<file path="config.mk">
export PLATFORM = sky130hd
export DESIGN_NAME = nn_sequencer
export DESIGN_NICKNAME = d
export VERILOG_FILES = /design/src/rtl/nn_sequencer.sv
export SDC_FILE = /design/constraint.sdc
export NUM_CORES = 1
export LEC_CHECK = 0
export ABC_AREA = 1
export ABC_CLOCK_PERIOD_IN_PS = 3550
export BUFFER_PORTS_ARGS = -buffer_cell sky130_fd_sc_hd__clkbuf_2
export CORE_MARGIN = 2
export CORE_UTILIZATION = 60
export DETAILED_ROUTE_END_ITERATION = 8
export GPL_TIMING_DRIVEN = 0
export PLACE_DENSITY = 0.93
export REMOVE_ABC_BUFFERS = 1
export SLEW_MARGIN = 15
export SYNTH_ARGS = -nofsm -noshare
export SYNTH_HDL_FRONTEND = slang
export SYNTH_SLANG_ARGS = --single-unit
</file>
<file path="constraint.sdc">
create_clock -name clk -period 3.55 [get_ports clk]
set_input_delay 0.355 -clock clk [delete_from_list [all_inputs] [get_ports clk]]
set_output_delay 0.355 -clock clk [all_outputs]
set_load 0.1 [all_outputs]
</file>
<file path="src/rtl/nn_sequencer.sv">
// Three-pass MLP control FSM (hidden lo, hidden hi, output); N+2 cycles per pass, done 154 cycles after start.
// No backpressure: start is ignored while busy, and a watchdog aborts a WAIT that never sees neuron_ready.
module nn_sequencer #(
  parameter int N_IN    = 63,
  parameter int N_HID   = 21,
  parameter int TIMEOUT = 1024
) (
  input  logic        clk,
  input  logic        rst,
  input  logic        start,
  input  logic        neuron_ready,
  output logic        busy,
  output logic        done,
  output logic        timeout_err,
  output logic        neuron_start,
  output logic [1:0]  pass,
  output logic [15:0] N,
  output logic [15:0] counter,
  output logic        hreg1_en,
  output logic        hreg2_en,
  output logic        oreg_en
);

  localparam int              WDW     = (TIMEOUT > 1) ? $clog2(TIMEOUT) : 1;
  localparam logic [WDW-1:0]  WD_LAST = WDW'(TIMEOUT - 1);
  localparam logic [15:0]     N_IN_W  = 16'(N_IN);
  localparam logic [15:0]     N_HID_W = 16'(N_HID);

  typedef enum logic [2:0] {S_IDLE, S_RUN, S_WAIT, S_LATCH, S_DONE} state_t;

  state_t         state, state_d;
  logic [WDW-1:0] wdog, wdog_d;
  logic [1:0]     pass_d;
  logic [15:0]    n_d, counter_d;
  logic           busy_d, done_d, terr_d, nstart_d, h1_d, h2_d, o_d;

  // Every output is the registered copy of its *_d value, so nothing is combinational from inputs.
  always_comb begin
    state_d   = state;
    wdog_d    = wdog;
    pass_d    = pass;
    n_d       = N;
    counter_d = counter;
    busy_d    = busy;
    terr_d    = timeout_err;
    nstart_d  = 1'b0;
    done_d    = 1'b0;
    h1_d      = 1'b0;
    h2_d      = 1'b0;
    o_d       = 1'b0;
    case (state)
      S_IDLE: begin
        busy_d    = 1'b0;
        pass_d    = 2'd0;
        n_d       = '0;
        counter_d = '0;
        wdog_d    = '0;
        if (start) begin
          state_d   = S_RUN;
          n_d       = N_IN_W;
          counter_d = N_IN_W;
          nstart_d  = 1'b1;
          busy_d    = 1'b1;
          terr_d    = 1'b0;
        end
      end
      S_RUN: begin
        if (counter == 16'd1) begin
          state_d = S_WAIT;
          wdog_d  = '0;
        end else begin
          counter_d = counter - 16'd1;
        end
      end
      S_WAIT: begin
        if (neuron_ready) begin
          state_d = S_LATCH;
          wdog_d  = '0;
          case (pass)
            2'd0:    h1_d = 1'b1;
            2'd1:    h2_d = 1'b1;
            default: o_d  = 1'b1;
          endcase
        end else if (wdog == WD_LAST) begin
          // Abort without any enable or done; flag stays set until the next accepted start.
          state_d   = S_IDLE;
          wdog_d    = '0;
          terr_d    = 1'b1;
          busy_d    = 1'b0;
          pass_d    = 2'd0;
          n_d       = '0;
          counter_d = '0;
        end else begin
          wdog_d = wdog + 1'b1;
        end
      end
      S_LATCH: begin
        case (pass)
          2'd0: begin
            state_d   = S_RUN;
            pass_d    = 2'd1;
            n_d       = N_IN_W;
            counter_d = N_IN_W;
            nstart_d  = 1'b1;
          end
          2'd1: begin
            state_d   = S_RUN;
            pass_d    = 2'd2;
            n_d       = N_HID_W;
            counter_d = N_HID_W;
            nstart_d  = 1'b1;
          end
          default: begin
            state_d = S_DONE;
            done_d  = 1'b1;
          end
        endcase
      end
      S_DONE: begin
        state_d   = S_IDLE;
        busy_d    = 1'b0;
        pass_d    = 2'd0;
        n_d       = '0;
        counter_d = '0;
      end
      default: state_d = S_IDLE;
    endcase
  end

  always_ff @(posedge clk or negedge rst) begin
    if (!rst) begin
      state        <= S_IDLE;
      wdog         <= '0;
      pass         <= 2'd0;
      N            <= '0;
      counter      <= '0;
      busy         <= 1'b0;
      done         <= 1'b0;
      timeout_err  <= 1'b0;
      neuron_start <= 1'b0;
      hreg1_en     <= 1'b0;
      hreg2_en     <= 1'b0;
      oreg_en      <= 1'b0;
    end else begin
      state        <= state_d;
      wdog         <= wdog_d;
      pass         <= pass_d;
      N            <= n_d;
      counter      <= counter_d;
      busy         <= busy_d;
      done         <= done_d;
      timeout_err  <= terr_d;
      neuron_start <= nstart_d;
      hreg1_en     <= h1_d;
      hreg2_en     <= h2_d;
      oreg_en      <= o_d;
    end
  end

endmodule

</file>
==> results of run 1 <==
==> registers in the layout, summed over array words and instances (netlist names) <==
signal        cells
busy              1
hreg1_en          1
N                 2
neuron_start      1
done              1
hreg2_en          1
oreg_en           1
counter          16
wdog             10
pass              2
state             3
timeout_err       1
==> final cells by class <==
cell class | instances | area [um^2]
clock buffers | 7 | 96.34
fillers | 358 | 1254
inverters | 44 | 165.2
multi-input cells | 289 | 1338
flip-flops and latches | 40 | 1001
well taps | 50 | 62.56
repair buffers | 34 | 170.2
==> power breakdown <==
| group | internal (mW) | total, mW | switching, mW | leakage, nW |
|---|---|---|---|---|
| sequential | 0.455 | 0.455 | 0 | 0.418 |
| clock | 0.173 | 0.325 | 0.152 | 0.0503 |
| combinational | 0.00162 | 0.0595 | 0.0579 | 1.14 |
| total | 0.630 | 0.840 | 0.210 | 1.61 |
==> metal layers <==
layer / routed length [um] / share of wire / vias up
met5: 0 / 0 / -
met4: 70 / 0.012 / 0
met3: 315 / 0.056 / 8
li1: - / - / 1223
met1: 2373 / 0.42 / 1124
met2: 2884 / 0.51 / 76
==> kinds of logic (layout without fill, tap and decap cells) <==
| group | count (synthesis) | count (layout) | synth area share |
|---|---|---|---|
| buf+inv | 62 | 85 | 0.1178 |
| fa+ha+maj | 3 | 3 | 0.01437 |
| flops | 40 | 40 | 0.3831 |
| other cells | 1 | 10 | 0.001435 |
| xor+xnor | 4 | 4 | 0.01341 |
| simple gates | 252 | 252 | 0.4152 |
| compound gates | 20 | 20 | 0.05460 |
==> critical path, delay by kind of cell, from the launching register on <==
kind / cells / cell delay, ns
fa+ha+maj: 1 / 0.23
flops: 1 / 0.47
simple gates: 5 / 0.85
compound gates: 1 / 0.18
buf+inv: 1 / 0.09
==> through the flow <==
step | setup slack, ns | util | instance area, um^2
after floorplan | 1.106 | - | 2504
after global placement | 1.717 | 0.6696 | 2736
after detailed placement | 1.645 | 0.6696 | 2736
after CTS | 1.624 | 0.6932 | 2833
after global routing | 1.412 | 0.6932 | 2833
final | 1.638 | 0.6932 | 2833
==> layout by cell type, fill, tap and decap left out, drive strengths merged <==
cell,netlist,routed
a22o,1,1
xor2,2,2
nand2,152,152
a31o,1,1
dfrtp,40,40
xnor2,2,2
inv,44,44
o21ai,7,7
a21oi,4,4
nor2,59,59
ha,3,3
o211ai,3,3
a21o,2,2
o21bai,1,1
o31ai,1,1
conb,1,10
nand3,29,29
clkbuf,1,41
nand4,7,7
nor3,2,2
or2,3,3
==> worst paths after layout <==
| kind | from | endpoint | slack [ns] | depth (start not counted) |
|---|---|---|---|---|
| setup / recovery | wdog[0] | counter[3] | 1.64 | 8 |
| hold / removal | rst | counter[7] | 0.22 | 1 |
| setup reg to reg | wdog[0] | counter[3] | 1.64 | 8 |
| hold reg to reg | pass[0] | hreg1_en | 0.51 | 1 |
| max in group asynchronous | rst | counter[1] | 2.71 | 1 |
| min in group clk | neuron_ready | oreg_en | 0.33 | 3 |
==> results.py, run 1 <==
metrics = {
    "outcome": {
        "outcome": "finished, final reports clean",
    },
    "timing": {
        "max_freq_mhz": 522.9,
        "finalHoldViolations": 0,
        "setup-violations-final": 0,
        "rsz0062_at_grt": "no",
        "setup_tns_ns": 0,
        "clock_skew_ns": 0.008770,
        "drv_slew": 0,
        "worst_pin_slew_ns": 1.003,
        "whs_ns": 0.2195,
        "timing.final.crit_share": 0.5387,
        "period_needed_ns": 1.912,
        "relSlewSlack": 0.3311,
    },
    "finish": {
        "area_delta_synth_final_pct": 8.429,
        "insertedDiodeCount": 0,
        "layout.cells.non_filler": 464,
        "fin_nets": 421,
        "drive_gt1_frac": 0.1594,
    },
    "global_routing": {
        "grt_max_degree": 41,
        "busiest_layer": "met2",
        "grtUsageMet2": 0.4339,
        "antenna_found_initial": 0,
        "grt_pass1_wl_mm": 9.915,
        "track_usage": 0.2473,
        "grt_overflow_total": 0,
        "grt.met1_usage": 0.3079,
        "gr-usage-met3": 0.05051,
        "grt_pass1_vias": 2287,
    },
    "synthesis": {
        "syn_inst": 382,
        "yosys-top-cells-count": "nand2_1, nor2_1, dfrtp_1",
        "synth_top_area_share": 0.3831,
        "synth_area_leaders": "dfrtp_1, nand2_1, nor2_1",
        "synth_most_common_cell": "nand2_1",
        "synthArstFlopShare": 1.000,
        "synth-main-ff-cell": "dfrtp_1",
        "yosysWarnings": 0,
        "synth.distinct_cells": 31,
        "mappedNetlistArea_um2": 2613,
        "synth-edff-count": 0,
        "synth_top_area_cell": "dfrtp_1",
        "yosysSeqAreaShare": 0.3831,
        "synth_seq_cells": 40,
        "avgSynthCellArea_um2": 6.839,
    },
    "drt": {
        "via_per_inst": 5.239,
        "route.detailed.drc": 0,
        "wl_mm": 5.644,
        "vias": 2431,
        "wl_per_cell_um": 12.16,
        "drtAntennaViolNets": 0,
        "first_pass_iters": 4,
        "dr.first_iter.drc_count": 162,
    },
    "critical_path": {
        "crit_arrival_ns": 2.10,
        "crit_chain": "ha_1, inv_1, nor2_4, nand3_4, o21ai_2, nand3_2, nand2_1, nand2_1",
        "endpoint_kind": "flop",
        "cp_common_cell": "nand2_1",
        "cp_data_required_time_ns": 3.74,
        "cp-start-kind": "flop",
        "max_stage_delay_ns": 0.47,
        "critPathMaxFanout": 16,
        "critPathSlowestCell": "dfrtp_1",
        "path_class": "reg2reg",
    },
    "die": {
        "die_area_um2": 4898,
        "die_y_um": 69.99,
        "rows": 23,
        "initial_core_util": 0.6393,
        "num_io_pins": 45,
        "chipWidth_um": 69.99,
        "core_um2": 4086,
    },
    "place": {
        "dp_hpwl_mm": 4.102,
        "io_buffers": 34,
        "place.gp.congestion": 0.8695,
        "dp.cells": 457,
    },
    "clock_network": {
        "clock_latency_ns": 0.30,
        "ctsLongestPathBuffers": 2,
        "cts_resized": 0,
        "cts_buffers": 5,
        "cts_hold_buf": 0,
        "clk_pin_slew_ns": 0.08,
        "cts-root-buf": "clkbuf_8",
        "clock_sinks": 40,
        "htree_levels": 2,
        "cts_tree": "done",
        "post_cts_buffers": 0,
    },
    "power": {
        "p_total_mw": 0.8396,
        "p_per_area_nw_per_um2": 296.4,
        "p_leak_nw": 1.613,
        "vdd_ir_drop_max_mv": 0.2829,
    },
    "worst_hold_path": {
        "min_path_type": "in2async",
    },
    "run": {
        "maxCapViolations": 0,
    },
}
No activity file was read; power rests on OpenSTA's default activity.
==> inputs of run 2 (changes only) <==
--- a/config.mk
+++ b/config.mk
@@ -6,13 +6,13 @@
 export NUM_CORES = 1
 export LEC_CHECK = 0
 export ABC_AREA = 1
-export ABC_CLOCK_PERIOD_IN_PS = 3550
+export ABC_CLOCK_PERIOD_IN_PS = 2000
 export BUFFER_PORTS_ARGS = -buffer_cell sky130_fd_sc_hd__clkbuf_2
 export CORE_MARGIN = 2
-export CORE_UTILIZATION = 60
+export CORE_UTILIZATION = 56
 export DETAILED_ROUTE_END_ITERATION = 8
 export GPL_TIMING_DRIVEN = 0
-export PLACE_DENSITY = 0.93
+export PLACE_DENSITY = 0.88
 export REMOVE_ABC_BUFFERS = 1
 export SLEW_MARGIN = 15
 export SYNTH_ARGS = -nofsm -noshare
==> constraint.sdc (replaced) <==
create_clock -name clk -period 2 [get_ports clk]
set_input_delay 0.2 -clock clk [delete_from_list [all_inputs] [get_ports clk]]
set_output_delay 0.2 -clock clk [all_outputs]
set_load 0.1 [all_outputs]
==> run 2 against run 1 <==
  * Maximum frequency rose by 4.2%
  * Setup slack lost 1.5 ns
  * Core utilization shrank 4.8 points
  * Register-to-register slack worse by 1.5 ns
  * Cell count increased by 0.65%
  * Die area increased by 6.7%
  * Power grew 70%
==> results.py, run 2 (synthesis results as in run 1) <==
metrics = {
    "drt": {
        "dr.first_iter.drc_count": 163,
        "drtAntennaViolNets": 0,
        "vias": 2414,
        "route.detailed.drc": 0,
        "wl_mm": 5.485,
        "via_per_inst": 5.169,
        "wl_per_cell_um": 11.75,
        "first_pass_iters": 4,
    },
    "power": {
        "vdd_ir_drop_max_mv": 0.3703,
        "p_per_area_nw_per_um2": 500.9,
        "p_total_mw": 1.427,
        "p_leak_nw": 1.614,
    },
    "clock_network": {
        "clk_pin_slew_ns": 0.08,
        "clock_latency_ns": 0.29,
        "ctsLongestPathBuffers": 2,
        "clock_sinks": 40,
        "cts_buffers": 5,
        "cts_tree": "done",
        "htree_levels": 2,
        "cts-root-buf": "clkbuf_8",
    },
    "place": {
        "io_buffers": 34,
        "dp_slack_ns": 0.1096,
        "dp_hpwl_mm": 3.972,
        "place.gp.congestion": 0.8682,
    },
    "finish": {
        "mostFrequentLayoutCells": "nand2_1, nor2_1, dfrtp_1, inv_1, clkbuf_2",
        "largestRegisters": "counter x16, wdog x10, state x3",
        "fin_nets": 422,
        "largest_reg_flops": 16,
        "drive_gt1_frac": 0.1614,
        "layout_commonest_cell": "nand2_1",
        "area_delta_synth_final_pct": 9.004,
        "regMostFlops": "counter",
        "insertedDiodeCount": 0,
        "finalCoreUtilization": 0.6451,
    },
    "critical_path": {
        "crit_chain": "inv_1, nand3_2, inv_2, nand3_1, nand2_1, nor2_4, buf_12, nand2_1, nand2_1",
        "endpoint_kind": "flop",
        "critPathSlowestCell": "dfrtp_1",
        "cp_common_cell": "nand2_1",
        "critPathMaxFanout": 17,
        "path_class": "reg2reg",
        "max_stage_delay_ns": 0.43,
        "crit_arrival_ns": 2.03,
        "critPathTopFamily": "simple AND/OR/NAND/NOR gates",
        "worst-path-stages": 9,
        "cp.buffers_inverters": 3,
        "rr_worst_depth": 9,
        "cp-start-kind": "flop",
        "cp_data_required_time_ns": 2.19,
    },
    "die": {
        "initial_core_util": 0.5918,
        "rows": 24,
        "die_area_um2": 5227,
        "die_y_um": 72.30,
        "chipWidth_um": 72.30,
        "core_um2": 4414,
        "num_io_pins": 45,
    },
    "timing": {
        "drv_slew": 0,
        "timing.final.crit_share": 0.9173,
        "period_needed_ns": 1.835,
        "max_freq_mhz": 545.1,
        "setup-violations-final": 0,
        "clock_skew_ns": 0.005845,
        "relSlewSlack": 0.3424,
        "worst_pin_slew_ns": 0.9864,
        "rsz0062_at_grt": "no",
        "fin_ws_ns": 0.1655,
        "finalHoldViolations": 0,
    },
    "global_routing": {
        "grt_max_degree": 41,
        "grt_pass1_vias": 2208,
        "track_usage": 0.2340,
        "grt_pass1_wl_mm": 9.646,
        "antenna_found_initial": 0,
        "grt_overflow_total": 0,
    },
    "run": {
        "maxCapViolations": 0,
    },
    "worst_hold_path": {
        "min_path_type": "in2async",
    },
    "outcome": {
        "outcome": "finished, final reports clean",
    },
}
==> run 2: cell count changes in the layout (fill, tap and decap cells not counted), sizes merged <==
| cell | before | now |
|---|---|---|
| clkinvlp | 0 | 1 |
| buf | 0 | 1 |
| clkinv | 0 | 1 |
| clkbuf | 41 | 39 |
==> run 2: worst paths after layout <==
check / startpoint / endpoint / slack (ns)
min reg2reg: pass[0] / hreg1_en / 0.51
max in group asynchronous: rst / wdog[1] / 1.34
max reg2reg: state[1] / counter[4] / 0.17
min: rst / state[1] / 0.06
max: state[1] / counter[4] / 0.17
min in group clk: neuron_ready / oreg_en / 0.18
==> run 2: per-layer routing <==
metal | GRT usage | share of wire
met4 | 0.06709 | 0.011
met1 | 0.3037 | 0.44
met3 | 0.05278 | 0.070
met5 | 0 | 0
met2 | 0.3935 | 0.48
==> run 2: report_power, final <==
group	switching [mW]	internal, mW
Combinational	0.103	0.00287
Sequential	0	0.808
Clock	0.277	0.236
==> run 2: timing repair <==
| item | in CTS | in global routing |
|---|---|---|
| setup buffers | 0 | 1 |
| endpoints found under the setup margin | 0 | 16 |
| resized for setup | 0 | 1 |
| hold buffers | 0 | 0 |
==> run 2: layout make-up <==
type	count	area [um^2]
Timing Repair Buffer	35	190.2
Inverter	44	165.2
Clock inverter	2	12.51
Tap cell	52	65.06
Clock buffer	5	68.82
Fill cell	391	1567
Multi-Input combinational cell	289	1345
Sequential cell	40	1001
==> run 2: metrics by stage <==
step	hold WS, ns	cells	TNS, ns	instance area (um^2)
after floorplan	-0.09559	373	-2.956	2504
after detailed placement	0.4054	459	0	2739
final	0.05922	467	0	2848
after global placement	0.4076	459	0	2739
after CTS	0.08623	466	0	2820
after global routing	0.1464	467	0	2848
==> run 2: worst reg2reg max path, cell delays in order, from the launching register on <==
cell	delay (ns)
dfrtp_1	0.43
inv_1	0.11
nand3_2	0.32
inv_2	0.25
nand3_1	0.17
nand2_1	0.14
nor2_4	0.06
buf_12	0.14
nand2_1	0.08
nand2_1	0.05
